===== src/rtl/uart_pkg.sv =====
// Shared constants and state encoding for the uart_txrx transceiver.
package uart_pkg;

    localparam int DATA_BITS = 8;

    typedef enum logic [2:0] {
        IDLE,
        START,
        DATA,
        STOP,
        CLEANUP
    } uart_state_t;

endpackage


===== src/rtl/uart_txrx_if.sv =====
// Byte-side and serial-side signals of the transceiver, bundled for port connection.
// UART_FRAMING_CHECK_EN adds the o_RX_Frame_Err pulse.
interface uart_txrx_if;

    logic       i_TX_DV;
    logic [7:0] i_TX_Byte;
    logic       o_TX_Active;
    logic       o_TX_Serial;
    logic       o_TX_Done;
    logic       i_RX_Serial;
    logic       o_RX_DV;
    logic [7:0] o_RX_Byte;
`ifdef UART_FRAMING_CHECK_EN
    logic       o_RX_Frame_Err;
`endif

    modport master (
        output i_TX_DV, i_TX_Byte, i_RX_Serial,
        input  o_TX_Active, o_TX_Serial, o_TX_Done, o_RX_DV, o_RX_Byte
`ifdef UART_FRAMING_CHECK_EN
        , input o_RX_Frame_Err
`endif
    );

    modport slave (
        input  i_TX_DV, i_TX_Byte, i_RX_Serial,
        output o_TX_Active, o_TX_Serial, o_TX_Done, o_RX_DV, o_RX_Byte
`ifdef UART_FRAMING_CHECK_EN
        , output o_RX_Frame_Err
`endif
    );

endinterface


===== src/rtl/uart_bit_timer.sv =====
// Free-running bit-period counter: held at zero by clr_i, wraps to zero on reaching limit_i,
// and flags that terminal count for one cycle.
module uart_bit_timer #(
    parameter int WIDTH = 8
) (
    input  logic             clk_i,
    input  logic             rst_ni,
    input  logic             clr_i,
    input  logic [WIDTH-1:0] limit_i,
    output logic             tc_o
);

    logic [WIDTH-1:0] cnt_q;
    logic [WIDTH-1:0] cnt_d;

    assign tc_o = (cnt_q == limit_i);

    always_comb begin
        cnt_d = cnt_q + 1'b1;
        if (clr_i || tc_o) begin
            cnt_d = '0;
        end
    end

    always_ff @(posedge clk_i or negedge rst_ni) begin
        if (!rst_ni) begin
            cnt_q <= '0;
        end else begin
            cnt_q <= cnt_d;
        end
    end

endmodule


===== src/rtl/uart_txrx.sv =====
// 8N1 UART transmitter and receiver sharing one clock and bit timing.
// Define UART_FRAMING_CHECK_EN to reject frames whose stop bit samples low.
module uart_txrx
    import uart_pkg::*;
#(
    parameter int CLKS_PER_BIT = 217
) (
    input  logic        i_Clock,
    input  logic        i_Rst_n,
    uart_txrx_if.slave  bus
);

    localparam int              CW       = $clog2(CLKS_PER_BIT);
    localparam logic [CW-1:0]   BIT_LAST = CW'(CLKS_PER_BIT - 1);
    localparam logic [CW-1:0]   HALF_BIT = CW'((CLKS_PER_BIT - 1) / 2);
    localparam logic [2:0]      IDX_LAST = 3'(DATA_BITS - 1);

    // ---------------- transmitter ----------------
    uart_state_t tx_state_q;
    logic [7:0]  tx_byte_q;
    logic [2:0]  tx_idx_q;
    logic        tx_serial_q;
    logic        tx_active_q;
    logic        tx_done_q;
    logic        tx_tc;
    logic        tx_clr;

    assign tx_clr = (tx_state_q == IDLE) || (tx_state_q == CLEANUP);

    uart_bit_timer #(.WIDTH(CW)) u_tx_timer (
        .clk_i   (i_Clock),
        .rst_ni  (i_Rst_n),
        .clr_i   (tx_clr),
        .limit_i (BIT_LAST),
        .tc_o    (tx_tc)
    );

    always_ff @(posedge i_Clock or negedge i_Rst_n) begin
        if (!i_Rst_n) begin
            tx_state_q  <= IDLE;
            tx_byte_q   <= '0;
            tx_idx_q    <= '0;
            tx_serial_q <= 1'b1;
            tx_active_q <= 1'b0;
            tx_done_q   <= 1'b0;
        end else begin
            tx_done_q <= 1'b0;
            case (tx_state_q)
                IDLE: begin
                    tx_serial_q <= 1'b1;
                    tx_idx_q    <= '0;
                    if (bus.i_TX_DV) begin
                        tx_byte_q   <= bus.i_TX_Byte;
                        tx_serial_q <= 1'b0;
                        tx_active_q <= 1'b1;
                        tx_state_q  <= START;
                    end
                end
                START: if (tx_tc) begin
                    tx_serial_q <= tx_byte_q[0];
                    tx_state_q  <= DATA;
                end
                DATA: if (tx_tc) begin
                    if (tx_idx_q == IDX_LAST) begin
                        tx_serial_q <= 1'b1;
                        tx_state_q  <= STOP;
                    end else begin
                        tx_idx_q    <= tx_idx_q + 3'd1;
                        tx_serial_q <= tx_byte_q[tx_idx_q + 3'd1];
                    end
                end
                STOP: if (tx_tc) begin
                    tx_done_q   <= 1'b1;
                    tx_active_q <= 1'b0;
                    tx_state_q  <= CLEANUP;
                end
                CLEANUP: tx_state_q <= IDLE;
                default: tx_state_q <= IDLE;
            endcase
        end
    end

    assign bus.o_TX_Serial = tx_serial_q;
    assign bus.o_TX_Active = tx_active_q;
    assign bus.o_TX_Done   = tx_done_q;

    // ---------------- receiver ----------------
    uart_state_t   rx_state_q;
    logic          rx_meta_q;
    logic          rx_sync_q;
    logic [7:0]    rx_shift_q;
    logic [7:0]    rx_byte_q;
    logic [2:0]    rx_idx_q;
    logic          rx_dv_q;
    logic          rx_tc;
    logic          rx_clr;
    logic [CW-1:0] rx_limit;

    assign rx_clr   = (rx_state_q == IDLE) || (rx_state_q == CLEANUP);
    // First sample lands mid start bit; every later sample is one full bit further on.
    assign rx_limit = (rx_state_q == START) ? HALF_BIT : BIT_LAST;

    uart_bit_timer #(.WIDTH(CW)) u_rx_timer (
        .clk_i   (i_Clock),
        .rst_ni  (i_Rst_n),
        .clr_i   (rx_clr),
        .limit_i (rx_limit),
        .tc_o    (rx_tc)
    );

    always_ff @(posedge i_Clock or negedge i_Rst_n) begin
        if (!i_Rst_n) begin
            rx_meta_q <= 1'b1;
            rx_sync_q <= 1'b1;
        end else begin
            rx_meta_q <= bus.i_RX_Serial;
            rx_sync_q <= rx_meta_q;
        end
    end

`ifdef UART_FRAMING_CHECK_EN
    logic rx_err_q;
    assign bus.o_RX_Frame_Err = rx_err_q;
`endif

    always_ff @(posedge i_Clock or negedge i_Rst_n) begin
        if (!i_Rst_n) begin
            rx_state_q <= IDLE;
            rx_shift_q <= '0;
            rx_byte_q  <= '0;
            rx_idx_q   <= '0;
            rx_dv_q    <= 1'b0;
`ifdef UART_FRAMING_CHECK_EN
            rx_err_q   <= 1'b0;
`endif
        end else begin
            rx_dv_q <= 1'b0;
`ifdef UART_FRAMING_CHECK_EN
            rx_err_q <= 1'b0;
`endif
            case (rx_state_q)
                IDLE: begin
                    rx_idx_q <= '0;
                    if (!rx_sync_q) begin
                        rx_state_q <= START;
                    end
                end
                START: if (rx_tc) begin
                    rx_state_q <= rx_sync_q ? IDLE : DATA;
                end
                DATA: if (rx_tc) begin
                    rx_shift_q[rx_idx_q] <= rx_sync_q;
                    if (rx_idx_q == IDX_LAST) begin
                        rx_state_q <= STOP;
                    end else begin
                        rx_idx_q <= rx_idx_q + 3'd1;
                    end
                end
                STOP: if (rx_tc) begin
`ifdef UART_FRAMING_CHECK_EN
                    if (rx_sync_q) begin
                        rx_byte_q <= rx_shift_q;
                        rx_dv_q   <= 1'b1;
                    end else begin
                        rx_err_q  <= 1'b1;
                    end
`else
                    rx_byte_q <= rx_shift_q;
                    rx_dv_q   <= 1'b1;
`endif
                    rx_state_q <= CLEANUP;
                end
                CLEANUP: rx_state_q <= IDLE;
                default: rx_state_q <= IDLE;
            endcase
        end
    end

    assign bus.o_RX_DV   = rx_dv_q;
    assign bus.o_RX_Byte = rx_byte_q;

endmodule


===== src/flat_wrapper.sv =====
// flat-port wrapper written by rule: the top's interface ports become plain ports
module uart_txrx_flat import uart_pkg::*;
#(
    parameter int CLKS_PER_BIT = 217
)
  (i_Clock, i_Rst_n, bus_i_TX_DV, bus_i_TX_Byte, bus_i_RX_Serial, bus_o_TX_Active, bus_o_TX_Serial, bus_o_TX_Done, bus_o_RX_DV, bus_o_RX_Byte);
  uart_txrx_if bus_i ();
  input  logic i_Clock;
  input  logic i_Rst_n;
  input wire logic [$bits(bus_i.i_TX_DV)-1:0] bus_i_TX_DV;
  input wire logic [$bits(bus_i.i_TX_Byte)-1:0] bus_i_TX_Byte;
  input wire logic [$bits(bus_i.i_RX_Serial)-1:0] bus_i_RX_Serial;
  output wire logic [$bits(bus_i.o_TX_Active)-1:0] bus_o_TX_Active;
  output wire logic [$bits(bus_i.o_TX_Serial)-1:0] bus_o_TX_Serial;
  output wire logic [$bits(bus_i.o_TX_Done)-1:0] bus_o_TX_Done;
  output wire logic [$bits(bus_i.o_RX_DV)-1:0] bus_o_RX_DV;
  output wire logic [$bits(bus_i.o_RX_Byte)-1:0] bus_o_RX_Byte;
  assign bus_i.i_TX_DV = bus_i_TX_DV;
  assign bus_i.i_TX_Byte = bus_i_TX_Byte;
  assign bus_i.i_RX_Serial = bus_i_RX_Serial;
  assign bus_o_TX_Active = bus_i.o_TX_Active;
  assign bus_o_TX_Serial = bus_i.o_TX_Serial;
  assign bus_o_TX_Done = bus_i.o_TX_Done;
  assign bus_o_RX_DV = bus_i.o_RX_DV;
  assign bus_o_RX_Byte = bus_i.o_RX_Byte;
  uart_txrx #(.CLKS_PER_BIT(CLKS_PER_BIT)) u_core (.i_Clock(i_Clock), .i_Rst_n(i_Rst_n), .bus(bus_i));
endmodule

===== config.mk =====
export PLATFORM = sky130hd
export DESIGN_NAME = uart_txrx_flat
export DESIGN_NICKNAME = d
export VERILOG_FILES = /design/src/rtl/uart_pkg.sv /design/src/rtl/uart_txrx_if.sv /design/src/rtl/uart_bit_timer.sv /design/src/rtl/uart_txrx.sv /design/src/flat_wrapper.sv
export SDC_FILE = /design/constraint.sdc
export NUM_CORES = 1
export LEC_CHECK = 0
export ABC_AREA = 1
export BUFFER_PORTS_ARGS = -buffer_cell sky130_fd_sc_hd__buf_2
export CAP_MARGIN = 5
export CORE_MARGIN = 2
export CORE_UTILIZATION = 34
export CTS_BUF_LIST = sky130_fd_sc_hd__clkbuf_2 sky130_fd_sc_hd__clkbuf_4 sky130_fd_sc_hd__clkbuf_8
export CTS_CLUSTER_SIZE = 25
export DETAILED_ROUTE_END_ITERATION = 8
export GPL_TIMING_DRIVEN = 1
export PLACE_DENSITY = 0.51
export SYNTH_ARGS = -nofsm -noshare
export SYNTH_HDL_FRONTEND = slang
export SYNTH_SLANG_ARGS = --single-unit

===== constraint.sdc =====
create_clock -name i_Clock -period 2.4 [get_ports i_Clock]
set_clock_uncertainty 0.05 [all_clocks]
set_input_delay 0.12 -clock i_Clock [delete_from_list [all_inputs] [get_ports i_Clock]]
set_output_delay 0.12 -clock i_Clock [all_outputs]
set_load 0.02 [all_outputs]

==> flow_results.org <==
** Status
- Run status :: completed

** Timing
- Pins over their slew limit :: 0
- Setup violations remaining at the end of the flow were counted as 0.
- At the pin with the least slew margin, the transition time is 620.9 ps.
- The worst pin sits at a relative slew slack of 58.33%.
- Setup repair after global routing left no endpoint under its margin.
- Final Hold Vio Count :: 0
- Final Cycle Share :: 77.27%
- After layout, the minimum clock period comes to around 1900 ps.
- Sum of negative setup slack :: 0 ps
- For this run, the top clock speed supported by timing is about 0.54 GHz.

** Logic synthesis
- In the synthesized netlist, the number of instances is 354.
- Number of warnings issued by yosys :: 0
- Top cell type's share of synthesized area :: around half
- The number of nets handed over by synthesis was between 300 and 400.
- Summing the sequential cell areas from Yosys gives between 50% and 60% of the chip area.
- Synthesized cell area :: 0.002849 sq mm
- Number of distinct library cells after synthesis :: 26
- Counting flops and latches in the post-synthesis netlist gives 58.
- Mapped Avg Cell Area :: roughly 8.0 sq um
- In the post-synthesis netlist, the biggest area contributors are sky130_fd_sc_hd__dfrtp_1, sky130_fd_sc_hd__nand2_1, sky130_fd_sc_hd__inv_1.
- Of all cell types, the one taking the most synthesized area is sky130_fd_sc_hd__dfrtp_1.

** Final layout
- Net count of the finished layout :: 417
- Most frequent cells in the layout :: sky130_fd_sc_hd__nand2_1, sky130_fd_sc_hd__dfrtp_1, sky130_fd_sc_hd__inv_1
- Once layout is complete, the utilization of the core stands at 41.31%.
- The library cell used most frequently in the layout, excluding fill and tap cells, is sky130_fd_sc_hd__nand2_1.
- The repair_antennas step left the layout with diodes totalling 0.
- Of the cells placed in the final design, the portion with a size suffix greater than 1 is roughly 13%.
- The area growth from synthesis to layout is 18.53%.

** Route
- Total met3 wirelength after detailed routing :: approximately 170 um
- For this block, the initial DRC count from the detailed router was just over 60.
- In the final routed layout, each cell accounts on average for roughly 11 um.
- M1 WL :: approximately 2.8 mm
- Max layer used :: met4
- DRC violation count after routing :: 0
- The routed design uses about 2.7 mm of met2 wire.
- Once detail routing completed, the nets flagged for antenna violations numbered 0.
- The first TritonRoute pass finished after 6 iterations.
- In the routed layout, each cell is associated on average with a via count of about 4.7.
- Summed over all layers, the routed wires come to approximately 5.8 mm.
- Number of vias in the routed layout :: around 2400

** Global routing
- Pin count of the biggest net entering global routing :: 21
- GRT overflow :: 0
- Via count of the first global-routing pass :: about 2300
- Initial antenna violation count :: 0
- First-pass GRT wire length :: approximately 9.9 mm
- Overall fraction of global-route tracks in use :: 14.09%

** Worst hold path
- Path class of the lowest-slack min-delay path :: input port to flop
- Hold Path End :: u_core.bus.o_TX_Serial$_DFFE_PN1P_
- Count of cells along the worst hold path :: 4
- Min-Delay Startpoint :: bus_i_TX_DV

** CTS
- The clock passes through at most 2 buffers.
- H-tree depth :: 3
- The later pin in the worst-skew pair is clocked with a latency of 330 ps.
- Clock-pin slew of the registers on the worst-case setup and hold paths :: around 60 ps
- CTS placed an instance of sky130_fd_sc_hd__clkbuf_8 at the clock tree root.
- Clock tree synthesis found a total of 58 sinks.
- In this run, CTS created clock tree buffers numbering 9.
- Post-CTS repair changed the size of 0 cells.
- CTS tree :: built

** Job
- Reported max-cap violation count :: 0

** Critical path
- For the worst setup path, the data arrival time is 2010 ps.
- For the worst setup path, the data required time is 2560 ps.
- Source of the critical timing path :: u_core.rx_state_q[1]$_DFFE_PN0P_
- Classification of the worst setup path :: flop to flop
- The worst setup path is captured at a flop.
- R2R setup slack :: ~550 ps
- The startpoint identified for the worst register-to-register timing path is u_core.rx_state_q[1]$_DFFE_PN0P_.
- Of all nets on the critical path, the largest fanout is 17.
- The endpoint identified for the worst register-to-register timing path is u_core.bus.o_RX_Byte[3]$_DFFE_PN0P_.
- Worst-case reg-to-reg path depth :: 9
- The worst setup path is launched from a flop.

** Power and ir drop
- The design draws 2.543 mW.
- Power spread over the standard cell area amounts to approximately 750 mW/mm^2.
- Highest ir drop seen on vdd :: approximately 0.39 mV
- In this run the static leakage power is approximately 1.8 nW.

** Floorplan
- Number of placement rows :: 33
- The die covers between 0.009 and 0.01 sq mm.
- For this configuration, the core starts out at a cell density of a little over a third.
- Width of the die :: 95.54 um
- From bottom edge to top edge, the die measures 95.54 um.
- In this run the standard cell core region covers a little over 0.008 sq mm.
- Ports :: 24

** Place
- Half-perimeter wire length after placement :: just over 4 mm
- Weighted congestion at the end of routability-driven global placement :: ~0.8
- The count of buffers added on input and output ports is 23.
## cells by family after synthesis
logic type               count (synthesis)  synth area share, %
AND/OR/NAND/NOR                        202                30.79
XOR/XNOR                                 2               0.6150
adder cells (fa/ha/maj)                  8                3.514
AO/OA/AOI/OAI                           27                6.105
buffers and inverters                   57                7.905
flip-flops                              58                51.08
## sequential cells by signal (all words and copies together), names as in the netlist, 3 cells and up
register                 cells
u_core.tx_idx_q              3
u_core.rx_idx_q              3
u_core.rx_shift_q            8
u_core.u_rx_timer.cnt_q      8
u_core.tx_byte_q             8
u_core.u_tx_timer.cnt_q      8
u_core.tx_state_q            3
u_core.rx_state_q            3
u_core.bus.o_RX_Byte         8
## layer usage
layer / GRT usage, % / up-vias
met5: 0 / -
met4: 7.738 / 0
met3: 3.478 / 6
met2: 21.68 / 36
met1: 18.12 / 1097
li1: - / 1220
## synth_stat cells, drive strengths merged
cell    count
nand3      36
a21boi      1
clkbuf      1
nand2     104
nor2       36
and3        2
nand4       9
o21bai      1
dfrtp      55
o22ai       3
nor3b       4
o21ai      14
dfstp       3
clkinv      1
a21oi       8
buf         2
nand3b      1
xor2        2
ha          8
nor3       10
inv        53
## stage by stage
stage / area (sq um) / hold WS (ps) / std cells / setup WS (ps)
finish: 3377 / 111.1 / 507 / 545.4
global route: 3377 / 107.7 / 507 / 372.7
CTS: 3377 / 93.03 / 507 / 551.8
detailed placement: 3088 / 71.60 / 481 / 571.6
global placement: 3088 / 62.65 / 481 / 584.7
floorplan: 2849 / -225.6 / 354 / 897.3
## worst max-delay path by stage
| stage | end | slack [ps] | depth (start not counted) |
|---|---|---|---|
| 2_1_floorplan | u_core.bus.o_RX_Byte[2]$_DFFE_PN0P_ | 900 | 11 |
| 3_3_place_gp | u_core.bus.o_RX_Byte[4]$_DFFE_PN0P_ | 580 | 9 |
| 3_5_place_dp | u_core.bus.o_RX_Byte[3]$_DFFE_PN0P_ | 570 | 9 |
| 4_1_cts | u_core.bus.o_RX_Byte[3]$_DFFE_PN0P_ | 550 | 9 |
| 5_1_grt | u_core.bus.o_RX_Byte[3]$_DFFE_PN0P_ | 370 | 9 |
| 6_report | u_core.bus.o_RX_Byte[3]$_DFFE_PN0P_ | 550 | 9 |
## report_power, final
part / total [mW] / internal (mW) / switching, mW
sequential: 1.20 / 1.11 / 0.0921
clock: 0.856 / 0.491 / 0.366
combinational: 0.486 / 0.172 / 0.315
total: 2.54 / 1.77 / 0.772
## worst max-delay path: stages (launching register included)
cell and delay (ps):
sky130_fd_sc_hd__dfrtp_1 440, sky130_fd_sc_hd__inv_1 100, sky130_fd_sc_hd__nand3_1 110, sky130_fd_sc_hd__nand2_1 60, sky130_fd_sc_hd__nand2_1 260, sky130_fd_sc_hd__nand2_1 150
sky130_fd_sc_hd__nor2_4 220, sky130_fd_sc_hd__nand2_4 190, sky130_fd_sc_hd__nand2_1 120, sky130_fd_sc_hd__o21ai_2 50
## timing repair
action,CTS,global route
endpoints found under the hold margin,26,0
buffers inserted,0,0
hold buffers,10,0
## final cells by class
class                      count  area [sq um]
clock buffer                  16         188.9
inverter                      54         202.7
multi-input combinational    239          1169
tap                          105         131.4
fill                         851          4798
timing repair buffer          35         230.2
sequential                    58          1455
(Power assumes the default switching activity.)
